**src/rtl/inbuf_offset_cal.sv**
```systemverilog
// Input-buffer offset calibration: sweeps the osc trim code from -7 to +7 and reports the code where
// the comparator output flips from 0 to 1. Optional debug outputs are enabled by INBUF_CAL_DBG_EN.
module inbuf_offset_cal #(
   parameter int SETTLE_CYC  = 16,
   parameter int SAMPLES     = 32,
   parameter int SYNC_STAGES = 2
) (
   input  logic                             clk,
   input  logic                             rst_n,
   input  logic                             start,
   input  logic                             ibuf_o,
   output logic [3:0]                       osc,
   output logic                             osc_en,
   output logic                             busy,
   output logic                             done,
   output logic                             cal_ok,
   output logic [3:0]                       cal_code
`ifdef INBUF_CAL_DBG_EN
   ,
   output logic [3:0]                       dbg_code,
   output logic [$clog2(SAMPLES+1)-1:0]     dbg_ones
`endif
);

   localparam int OW   = $clog2(SAMPLES + 1);
   localparam int CMAX = (SETTLE_CYC > SAMPLES) ? SETTLE_CYC : SAMPLES;
   localparam int CW   = $clog2(CMAX);

   localparam logic [CW-1:0] SETTLE_LAST = CW'(SETTLE_CYC - 1);
   localparam logic [CW-1:0] SAMPLE_LAST = CW'(SAMPLES - 1);
   localparam logic [OW:0]   SAMPLES_W   = (OW + 1)'(SAMPLES);
   localparam logic [3:0]    IDX_LAST    = 4'd14;
   localparam logic [3:0]    CODE_NEG7   = 4'b0111;
   localparam logic [3:0]    CODE_POS7   = 4'b1111;
   localparam logic [3:0]    CODE_ZERO   = 4'b1000;

   typedef enum logic [2:0] {
      ST_IDLE,
      ST_SETTLE,
      ST_SAMPLE,
      ST_EVAL,
      ST_DONE
   } state_t;

   // Sweep index 0..14 -> value idx-7 in sign/magnitude form; -0 is never produced.
   function automatic logic [3:0] code_of(input logic [3:0] idx);
      logic [2:0] mag;
      if (idx < 4'd7) begin
         mag = 3'd7 - idx[2:0];
         return {1'b0, mag};
      end
      mag = idx[2:0] - 3'd7;
      return {1'b1, mag};
   endfunction

   state_t                 state_q, state_d;
   logic [3:0]             idx_q, idx_d;
   logic [CW-1:0]          cnt_q, cnt_d;
   logic [OW-1:0]          ones_q, ones_d;
   logic [SYNC_STAGES-1:0] sync_q, sync_d;
   logic [3:0]             osc_q, osc_d;
   logic                   osc_en_q, osc_en_d;
   logic                   busy_q, busy_d;
   logic                   done_q, done_d;
   logic                   cal_ok_q, cal_ok_d;
   logic [3:0]             cal_code_q, cal_code_d;

   logic                   ibuf_sync;
   logic [OW:0]            twice_ones;
   logic                   flipped;
   logic [3:0]             result_code;

   assign ibuf_sync  = sync_q[SYNC_STAGES-1];
   assign twice_ones = {ones_q, 1'b0};
   // An exact half-and-half split counts as not flipped.
   assign flipped    = (twice_ones > SAMPLES_W);

   always_comb begin
      state_d     = state_q;
      idx_d       = idx_q;
      cnt_d       = cnt_q;
      ones_d      = ones_q;
      sync_d      = {sync_q[SYNC_STAGES-2:0], ibuf_o};
      osc_d       = osc_q;
      osc_en_d    = osc_en_q;
      busy_d      = busy_q;
      done_d      = 1'b0;
      cal_ok_d    = cal_ok_q;
      cal_code_d  = cal_code_q;
      result_code = CODE_POS7;

      case (state_q)
         ST_IDLE: begin
            if (start) begin
               idx_d    = 4'd0;
               cnt_d    = '0;
               ones_d   = '0;
               osc_d    = CODE_NEG7;
               osc_en_d = 1'b1;
               busy_d   = 1'b1;
               cal_ok_d = 1'b0;
               state_d  = ST_SETTLE;
            end
         end

         ST_SETTLE: begin
            if (cnt_q == SETTLE_LAST) begin
               cnt_d   = '0;
               state_d = ST_SAMPLE;
            end else begin
               cnt_d = cnt_q + 1'b1;
            end
         end

         ST_SAMPLE: begin
            if (ibuf_sync) begin
               ones_d = ones_q + 1'b1;
            end
            if (cnt_q == SAMPLE_LAST) begin
               cnt_d   = '0;
               state_d = ST_EVAL;
            end else begin
               cnt_d = cnt_q + 1'b1;
            end
         end

         ST_EVAL: begin
            cnt_d  = '0;
            ones_d = '0;
            if (flipped || (idx_q == IDX_LAST)) begin
               if (flipped) begin
                  result_code = (idx_q == 4'd0) ? CODE_NEG7 : osc_q;
               end else begin
                  result_code = CODE_POS7;
               end
               cal_ok_d   = flipped && (idx_q != 4'd0);
               cal_code_d = result_code;
               osc_d      = result_code;
               osc_en_d   = 1'b0;
               busy_d     = 1'b0;
               done_d     = 1'b1;
               state_d    = ST_DONE;
            end else begin
               idx_d   = idx_q + 4'd1;
               osc_d   = code_of(idx_q + 4'd1);
               state_d = ST_SETTLE;
            end
         end

         ST_DONE: begin
            state_d = ST_IDLE;
         end

         default: begin
            state_d = ST_IDLE;
         end
      endcase
   end

   always_ff @(posedge clk or negedge rst_n) begin
      if (!rst_n) begin
         state_q    <= ST_IDLE;
         idx_q      <= 4'd0;
         cnt_q      <= '0;
         ones_q     <= '0;
         sync_q     <= '0;
         osc_q      <= CODE_ZERO;
         osc_en_q   <= 1'b0;
         busy_q     <= 1'b0;
         done_q     <= 1'b0;
         cal_ok_q   <= 1'b0;
         cal_code_q <= CODE_ZERO;
      end else begin
         state_q    <= state_d;
         idx_q      <= idx_d;
         cnt_q      <= cnt_d;
         ones_q     <= ones_d;
         sync_q     <= sync_d;
         osc_q      <= osc_d;
         osc_en_q   <= osc_en_d;
         busy_q     <= busy_d;
         done_q     <= done_d;
         cal_ok_q   <= cal_ok_d;
         cal_code_q <= cal_code_d;
      end
   end

   assign osc      = osc_q;
   assign osc_en   = osc_en_q;
   assign busy     = busy_q;
   assign done     = done_q;
   assign cal_ok   = cal_ok_q;
   assign cal_code = cal_code_q;

`ifdef INBUF_CAL_DBG_EN
   logic [3:0]    dbg_code_q, dbg_code_d;
   logic [OW-1:0] dbg_ones_q, dbg_ones_d;

   // Snapshot of the code under test and its ones count at every evaluation.
   always_comb begin
      dbg_code_d = dbg_code_q;
      dbg_ones_d = dbg_ones_q;
      if (state_q == ST_EVAL) begin
         dbg_code_d = osc_q;
         dbg_ones_d = ones_q;
      end
   end

   always_ff @(posedge clk or negedge rst_n) begin
      if (!rst_n) begin
         dbg_code_q <= CODE_ZERO;
         dbg_ones_q <= '0;
      end else begin
         dbg_code_q <= dbg_code_d;
         dbg_ones_q <= dbg_ones_d;
      end
   end

   assign dbg_code = dbg_code_q;
   assign dbg_ones = dbg_ones_q;
`endif

endmodule
```
**config.mk**
```make
export PLATFORM = sky130hd
export DESIGN_NAME = inbuf_offset_cal
export DESIGN_NICKNAME = d
export VERILOG_FILES = /design/src/rtl/inbuf_offset_cal.sv
export SDC_FILE = /design/constraint.sdc
export NUM_CORES = 1
export LEC_CHECK = 0
export CELL_PAD_IN_SITES_DETAIL_PLACEMENT = 0
export CELL_PAD_IN_SITES_GLOBAL_PLACEMENT = 2
export CORE_MARGIN = 4
export CORE_UTILIZATION = 35
export DETAILED_ROUTE_END_ITERATION = 8
export HOLD_SLACK_MARGIN = 0.03
export MAX_ROUTING_LAYER = met4
export PLACE_DENSITY_LB_ADDON = 0.1
export SYNTH_ARGS = -nofsm -noshare
export SYNTH_HDL_FRONTEND = slang
export SYNTH_SLANG_ARGS = --single-unit
```
**constraint.sdc**
```tcl
create_clock -name clk -period 2.2 [get_ports clk]
set_input_delay 0.44 -clock clk [delete_from_list [all_inputs] [get_ports clk]]
set_output_delay 0.44 -clock clk [all_outputs]
set_load 0.005 [all_outputs]
```
Word level (Yosys, flattened, before mapping)
Cells that the tools add are included.
W data, S select, Z words.
{"block": "word_totals", "ff_bits": 31, "input_bits": 4, "out_inout_bits": 12, "word_cells": 77}
{"block": "classes", "addsub": 5, "magnitude_cmp": 2, "eq_ne": 12, "muxes": 33, "reduce_logical": 15}
{"op": "$mux W4", "count": 8}
{"op": "$pmux W5 S4", "count": 1}
{"op": "$pmux W6 S3", "count": 1}
{"op": "$pmux W4 S2", "count": 2}
{"op": "$mux W5", "count": 3}
{"op": "$mux W3", "count": 4}
{"op": "$mux W6", "count": 2}
{"op": "$ne A2 B2 Y1 const B", "count": 6}
{"op": "$pmux W3 S4", "count": 1}
{"op": "$reduce_and A3 Y1", "count": 4}
{"op": "$mux W1", "count": 9}
{"op": "$reduce_bool A4 Y1", "count": 2}
{"op": "$gt A7 B6 Y1 const B", "count": 1}
{"op": "$add A6 B1 Y6 const B", "count": 1}
{"op": "$eq A3 B2 Y1 const B", "count": 2}
{"op": "$reduce_and A2 Y1", "count": 3}
{"op": "$add A5 B1 Y5 const B", "count": 1}
{"op": "$eq A5 B4 Y1 const B", "count": 1}
{"op": "$eq A5 B5 Y1 const B", "count": 1}
{"op": "$add A4 B1 Y4 const B", "count": 1}
{"op": "$eq A4 B4 Y1 const B", "count": 1}
{"op": "$logic_not A4 Y1", "count": 1}
{"op": "$lt A4 B3 Y1 const B", "count": 1}
{"op": "$pmux W1 S2", "count": 2}
{"op": "8 further kinds", "count": 8}

Longest topological paths before layout
Gate-level depths: netlist of the first run.
{"block": "depth", "depth_word": 8, "ltp_mapped": 9, "mapped_depth_nobuf": 9}

Least setup slack after synthesis of the first run
OpenSTA, ideal clock, no wires.
{"block": "synth_path", "path_type": "reg2reg", "startpoint": "register ones_q[0]", "endpoint": "register idx_q[2]", "setup_ns": 0.118, "arrival_time_ns": 1.639, "t_required_ns": 2.082, "path_slack_ns": 0.443, "path_stages_with_launch": 8, "n_path_buf": 0, "synth_period_minus_slack_ns": 1.757, "path_cell_list": "dfrtp_1 inv_1 ha_1 or3b_4 a21oi_4 a32oi_1 o21bai_1 a21o_1"}
{"block": "synth_between", "elab_chain_len": 4}
{"element": "start, declared", "line": "59", "text": "logic [OW-1:0] ones_q, ones_d;"}
{"element": "start signal, assigned", "line": "177", "text": "ones_q <= ones_d;"}
{"element": "$gt A7 B6 Y1", "line": "76", "text": "assign flipped = (twice_ones > SAMPLES_W);"}
{"element": "$logic_or A1 B1 Y1", "line": "130", "text": "if (flipped || (idx_q == IDX_LAST)) begin"}
{"element": "$ne A2 B2 Y1 (no source line)"}
{"element": "$reduce_and A3 Y1 (no source line)"}
{"element": "end signal, assigned", "line": "175", "text": "idx_q <= idx_d;"}
{"element": "end, declared", "line": "57", "text": "logic [3:0] idx_q, idx_d;"}
No other way between the ends.
A chain may end at the register's enable or synchronous reset.

Final worst setup path of the first run
Same ends and word-level chain as after synthesis.

==> metrics.md, run 1 <==
| Metric | Value |
|---|---|
| Setup bufs post-CTS | 0 |
| Final Cell Area | 1968 um2 |
| Placed inst area | 1868 um2 |
| Tightest Pin Transition | a little over 0.4 ns |
| Startpoint types | flip-flop |
| Total CTS buffers | 5 |
| Root Driver | clkbuf_8 |
| Min-delay src | sync_q[0] |
| Core area | around 4500 um2 |
| Number of synthesized flops with an enable pin | 0 |
| Vias in the first global route | about 1200 |
| Power density cells | between 800 and 900 nW/um2 |
| # resized after CTS | 0 |
| Initial core utilization | 0.3719 |
| Slew HR | 0.7260 |
| All-layer global routing usage | 0.1292 |
| Unrepaired setup endpoints after global routing | no |
| Worst EP arrival | 2.15 ns |
| Vias per inst | approximately 5.2 |
| Final Cycle Share | 0.8989 |
| Clock Skew | 0.006533 ns |
| Post-synth top area share | 0.4361 |
| Slowest cell delay on critical path | roughly 0.4 ns |
| Clk_lat worst skew | ~0.28 ns |
| IO Pins | 16 |
| Routed wire per std cell | between 10 and 15 um |
| Psw | about 0.00050 W |
| Ranking of synthesized cells by area | dfrtp_1, ha_1, o21ai_0 |
| Flops & latches, synth | 31 |
| Post-Syn Instances | around 170 |
| First-pass GRT wire length | 5871 um |
| # H-tree levels | 2 |
| Sequential Power Share | 0.421 |
| Critical path buffers and inverters | 1 |
| DP HPWL | 2543 um |
| Slew Limit Fails | 0 |
| DR vias | roughly 1300 |
| Max-Cap Viols | 0 |
| Post-synthesis cell area | 1664 um2 |
| Fin util | 0.4399 |
| Antenna-violating nets left | 0 |
| Final setup viols | 0 |
| Die Ht | between 70 and 80 um |
| Hold Crit Depth | 0 |
| Logic gate share of total power | 0.278 |
| Post-Synthesis Mean Instance Area | about 9.8 um2 |
| Initial antenna violation count | 0 |
| Crit. End Element | flip-flop |
| Layout cells sized above 1 | 0.1223 |
| Crit path max-delay family | compound AO/OA/AOI/OAI gates |
| Pin count of the biggest net entering global routing | 32 |
| Commonest cells in the netlist | dfrtp_1, nand2_1, inv_1 |
| TritonCTS clock tree | built |
| Final wirelength | approximately 3400 um |
| Gr ovfl total | 0 |
| Routability Congestion | 0.7517 |
| Yosys top cell by area | dfrtp_1 |
| ANT cells | 0 |
| Fillers | 437 |
| Cts hold-fix bufs | 0 |
| Cells on worst reg2reg path | 7 |
| DIE WIDTH | approximately 77 um |
| Syn-to-layout area delta | 18.27% |
| R2R Setup Slk | around 0.22 ns |
| Clk network pwr share | 0.301 |
| Crit Path Class | reg -> reg |
| Post-synthesis sequential area ratio | 0.4677 |
| Count leader, synth | dfrtp_1 |
| Syn_nets | 182 |
| Max Freq | 0.5057 GHz |
| CP max FO | 5 |
| Port buffer count | 15 |
| Synth warn | 0 |
| DRT iter0 DRCs | 39 |
| Post-synth top flop | dfrtp_1 |
| Status | finished, final reports clean |
| Worst path slowest cell | dfrtp_1 |
| Endpoint, Worst Hold | sync_q[1] |
| # rows | 24 |
| Cells along the critical path | inv_1 -> ha_1 -> or3b_4 -> a21oi_4 -> a32oi_1 -> o21bai_1 -> a21o_1 |
| Die Area | slightly below 6000 um2 |
| Sw frac | 0.3089 |
| HP Class | reg -> reg |
| CP required | ~2.4 ns |
| Post-route setup TNS | 0 ns |
| Final critical-path required period | between 1.5 and 2 ns |
| Leakage | 0.9120 nW |
| Residual DRC count | 0 |
| DR pass1 iterations | 4 |
| IR drop worst, VDD | roughly 0.00028 V |
| Clock buffer depth | 2 |
| FF-to-FF Start | ones_q[0] |
| Reg2reg end | idx_q[2] |
| Clk pin slew, worst setup/hold paths | ~0.06 ns |
| Internal power | around 0.0011 W |
| Number of distinct library cells after synthesis | 43 |
| Async set-reset flop share out of synthesis | 1.000 |
| Hold Vio Cnt, Final | 0 |
| CTS Sinks | 31 |
| Final nets | 200 |
## cells in the final DEF (no fill, tap or decap), drive strengths merged, types with 2 or more instances in the layout
cell type      count
a21o               2
a21oi             10
and2               3
buf                3
clkbuf             8
clkdlybuf4s50     15
dfrtp             29
dfstp              2
ha                 9
inv               13
nand2             14
nand3              7
nand4              4
nor2              13
nor2b              4
nor3               2
nor3b              3
o21ai             15
o21bai             2
o22a               6
o22ai              2
o31ai              2
or2                2
or3b               2
xnor2              2
xor2               5
## state kept, by name (all words and copies together) (netlist names)
name and count:
busy 1, cal_code 4, cal_ok 1, cnt_q 5, done 1, idx_q 4
ones_q 6, osc 4, state_q 3, sync_q 2
## cell type report
cell class	count	area, um2	share of cell area
Clock buffer	8	100.1	0.05086
Inverter	13	48.80	0.02479
Multi-Input combinational cell	118	803.3	0.4081
Sequential cell	31	778.2	0.3954
Tap cell	52	65.06	0.03306
Timing Repair Buffer	18	172.7	0.08773
## power by group through the flow
stage | clock, W | sequential, W | combinational, W
after floorplan | 0 | 0.000685 | 0.000360
after global placement | 0 | 0.000695 | 0.000450
after detailed placement | 0 | 0.000699 | 0.000461
after CTS | 0.000514 | 0.000688 | 0.000462
after global routing | 0.000538 | 0.000695 | 0.000511
final | 0.000492 | 0.000687 | 0.000454
## worst max-delay path by stage
stage / startpoint / end / depth (start not counted)
after floorplan: ones_q[0] / idx_q[2] / 7
after global placement: start / ones_q[4] / 6
after detailed placement: start / ones_q[5] / 6
after CTS: ones_q[0] / idx_q[2] / 7
after global routing: cnt_q[0] / cnt_q[2] / 9
final: ones_q[0] / idx_q[2] / 7
## stage by stage
step                      setup WS [ns]  hold slack, ns  instances  total power [W]
after global placement           0.2061          0.3407        232         0.001145
after global routing            0.01887          0.3585        240         0.001744
final                            0.2224          0.3532        240         0.001633
after detailed placement         0.1466          0.3465        232         0.001159
after floorplan                  0.4425          0.1444        169         0.001045
after CTS                        0.2237          0.3563        240         0.001664
## kinds of logic (layout without fill, tap and decap cells)
| group | Yosys count | after routing | share of synthesized area |
|---|---|---|---|
| buffers and inverters | 20 | 39 | 0.04962 |
| adder cells (fa/ha/maj) | 9 | 9 | 0.06767 |
| AND/OR/NAND/NOR | 55 | 55 | 0.1789 |
| XOR/XNOR | 7 | 7 | 0.03684 |
| flip-flops | 31 | 31 | 0.4677 |
| AO/OA/AOI/OAI | 47 | 47 | 0.1992 |
## per-layer routing
layer / vias to the layer above / GRT usage / wire [um]
met4: 0 / 0.05616 / 78
met1: 595 / 0.1614 / 1647
met3: 9 / 0.04215 / 154
met5: - / - / 0
li1: 627 / - / -
met2: 27 / 0.1908 / 1551
(Power assumes the default switching activity.)
==> run 2, diff against run 1 <==
- ABC_CLOCK_PERIOD_IN_PS: not set -> 2200
- PLACE_DENSITY_LB_ADDON: 0.1 -> 0.08
==> run 2 against run 1 <==
- non-clock buffer count up 2
- sequential power about the same
- total power up 6.5%
- critical path depth unchanged
- setup slack better by 0.018 ns
- fmax up 0.94%
- critical path type unchanged
==> metrics.md, run 2 (synthesis gave the netlist of run 1 again) <==
| Metric | Value |
|---|---|
| Status | finished, final reports clean |
| Initial antenna violation count | 0 |
| Worst EP arrival | between 2 and 2.5 ns |
| Clock buffer depth | 2 |
| Routability Congestion | roughly 0.76 |
| Slew Limit Fails | 0 |
| # H-tree levels | 2 |
| Total CTS buffers | 5 |
| Final wirelength | ~3500 um |
| Sw frac | 0.2959 |
| Gr ovfl total | 0 |
| Die Area | a little under 6000 um2 |
| # rows | 24 |
| Largest Register | ones_q |
| Clk_lat worst skew | 0.28 ns |
| Cells on worst reg2reg path | 7 |
| CTS Sinks | 31 |
| Final setup viols | 0 |
| Antenna-violating nets left | 0 |
| Root Driver | clkbuf_8 |
| Residual DRC count | 0 |
| Unrepaired setup endpoints after global routing | no |
| Post-route setup TNS | 0 ns |
| Slew HR | 0.7229 |
| Clock Skew | roughly 0.0047 ns |
| IO Pins | 16 |
| Internal power | approximately 0.0012 W |
| Final critical-path required period | around 2.0 ns |
| Power density cells | between 800 and 900 nW/um2 |
| Max FFs per register | 6 |
| Leakage | approximately 0.93 nW |
| Crit Path Class | reg -> reg |
| IR drop worst, VDD | around 0.00034 V |
| Sequential Power Share | 0.395 |
| Routed wire per std cell | 14.35 um |
| Initial core utilization | 0.3719 |
| Hold Crit Depth | 0 |
| Final Cycle Share | 0.8905 |
| Setup bufs post-CTS | 0 |
| Layout cells sized above 1 | 0.1421 |
| CP max FO | 5 |
| DR vias | around 1300 |
| Cts hold-fix bufs | 0 |
| DRT iter0 DRCs | ~100 |
| Die Ht | 76.96 um |
| Pin count of the biggest net entering global routing | 32 |
| Fin util | 0.4480 |
| Psw | between 0.0005 and 0.0006 W |
| ANT cells | 0 |
| Clk pin slew, worst setup/hold paths | ~0.07 ns |
| Fillers | 432 |
| HP Class | reg -> reg |
| Vias in the first global route | ~1300 |
| Commonest non-fill, non-tap cell in the layout | dfrtp_1 |
| All-layer global routing usage | 0.1318 |
| Vias per inst | approximately 5.3 |
| Max Freq | 0.5104 GHz |
| Tightest Pin Transition | around 0.42 ns |
| DR pass1 iterations | 4 |
| Multi-input logic area | roughly 810 um2 |
| TritonCTS clock tree | built |
| Port buffer count | 15 |
| Crit. End Element | flip-flop |
| Top Registers | ones_q (6), cnt_q (5) |
| Final nets | 202 |
| Syn-to-layout area delta | 20.45% |
| DIE WIDTH | approximately 77 um |
| Logic gate share of total power | 0.270 |
| CP required | about 2.4 ns |
| Register area | around 800 um2 |
| Hold Vio Cnt, Final | 0 |
| Startpoint types | flip-flop |
| Most frequent cells in the layout | dfrtp_1, clkdlybuf4s50_1, nand2_1 |
| First-pass GRT wire length | between 6000 and 7000 um |
| Max-Cap Viols | 0 |
| DP HPWL | about 2500 um |
| Core area | roughly 4500 um2 |
| Clk network pwr share | 0.335 |
## run 2: final timing paths
path | start | to | slack (ns)
max | ones_q[0] | idx_q[2] | 0.24
min | sync_q[0] | sync_q[1] | 0.36
max reg2reg | ones_q[0] | idx_q[2] | 0.24
min reg2reg | sync_q[0] | sync_q[1] | 0.36
max in group asynchronous | rst_n | osc[3] | 1.32
min in group asynchronous | rst_n | cal_code[0] | 0.54
## run 2: metrics by stage
step           hold slack (ns)  total power, W  cell area [um2]  setup WS, ns  cells
6_report                0.3566        0.001739             2004        0.2409    242
5_1_grt                 0.3611        0.001850             2004       0.09440    242
4_1_cts                 0.3602        0.001769             2001        0.2328    242
3_5_place_dp            0.3465        0.001178             1883        0.1426    234
3_3_place_gp            0.3441        0.001163             1883        0.1968    234
2_1_floorplan           0.1444        0.001045             1664        0.4425    169
## run 2: power by group through the flow
stage                     combinational, W  clock, W  sequential [W]
final                             0.000469  0.000582        0.000688
after global routing              0.000536  0.000620        0.000694
after CTS                         0.000479  0.000603        0.000686
after detailed placement          0.000480         0        0.000698
after global placement            0.000468         0        0.000695
after floorplan                   0.000360         0        0.000685
## run 2: layer usage
layer / GRT usage / vias to the layer above / wire [um]
li1: - / 629 / -
met1: 0.1752 / 625 / 1680
met2: 0.1890 / 31 / 1593
met3: 0.03630 / 7 / 140
met4: 0.05435 / 0 / 59
met5: - / - / 0
## run 2: final cells by class
type / count / share of cell area
multi-input combinational: 118 / 0.4026
clock buffer: 6 / 0.04120
clock inverter: 2 / 0.01748
tap: 52 / 0.03246
sequential: 31 / 0.3883
inverter: 13 / 0.02434
timing repair buffer: 20 / 0.09363
## run 2: timing repair
action,4_1_cts,5_1_grt
resized for setup,0,1
endpoints found under the hold margin,0,0
setup endpoints to repair,0,2
## run 2: worst max-delay path, stage by stage, from the launching register on
cell      delay, ns
dfrtp_1        0.40
inv_1          0.09
ha_1           0.14
or3b_4         0.39
a21oi_4        0.23
a32oi_1        0.21
o21bai_1       0.20
a21o_1         0.18
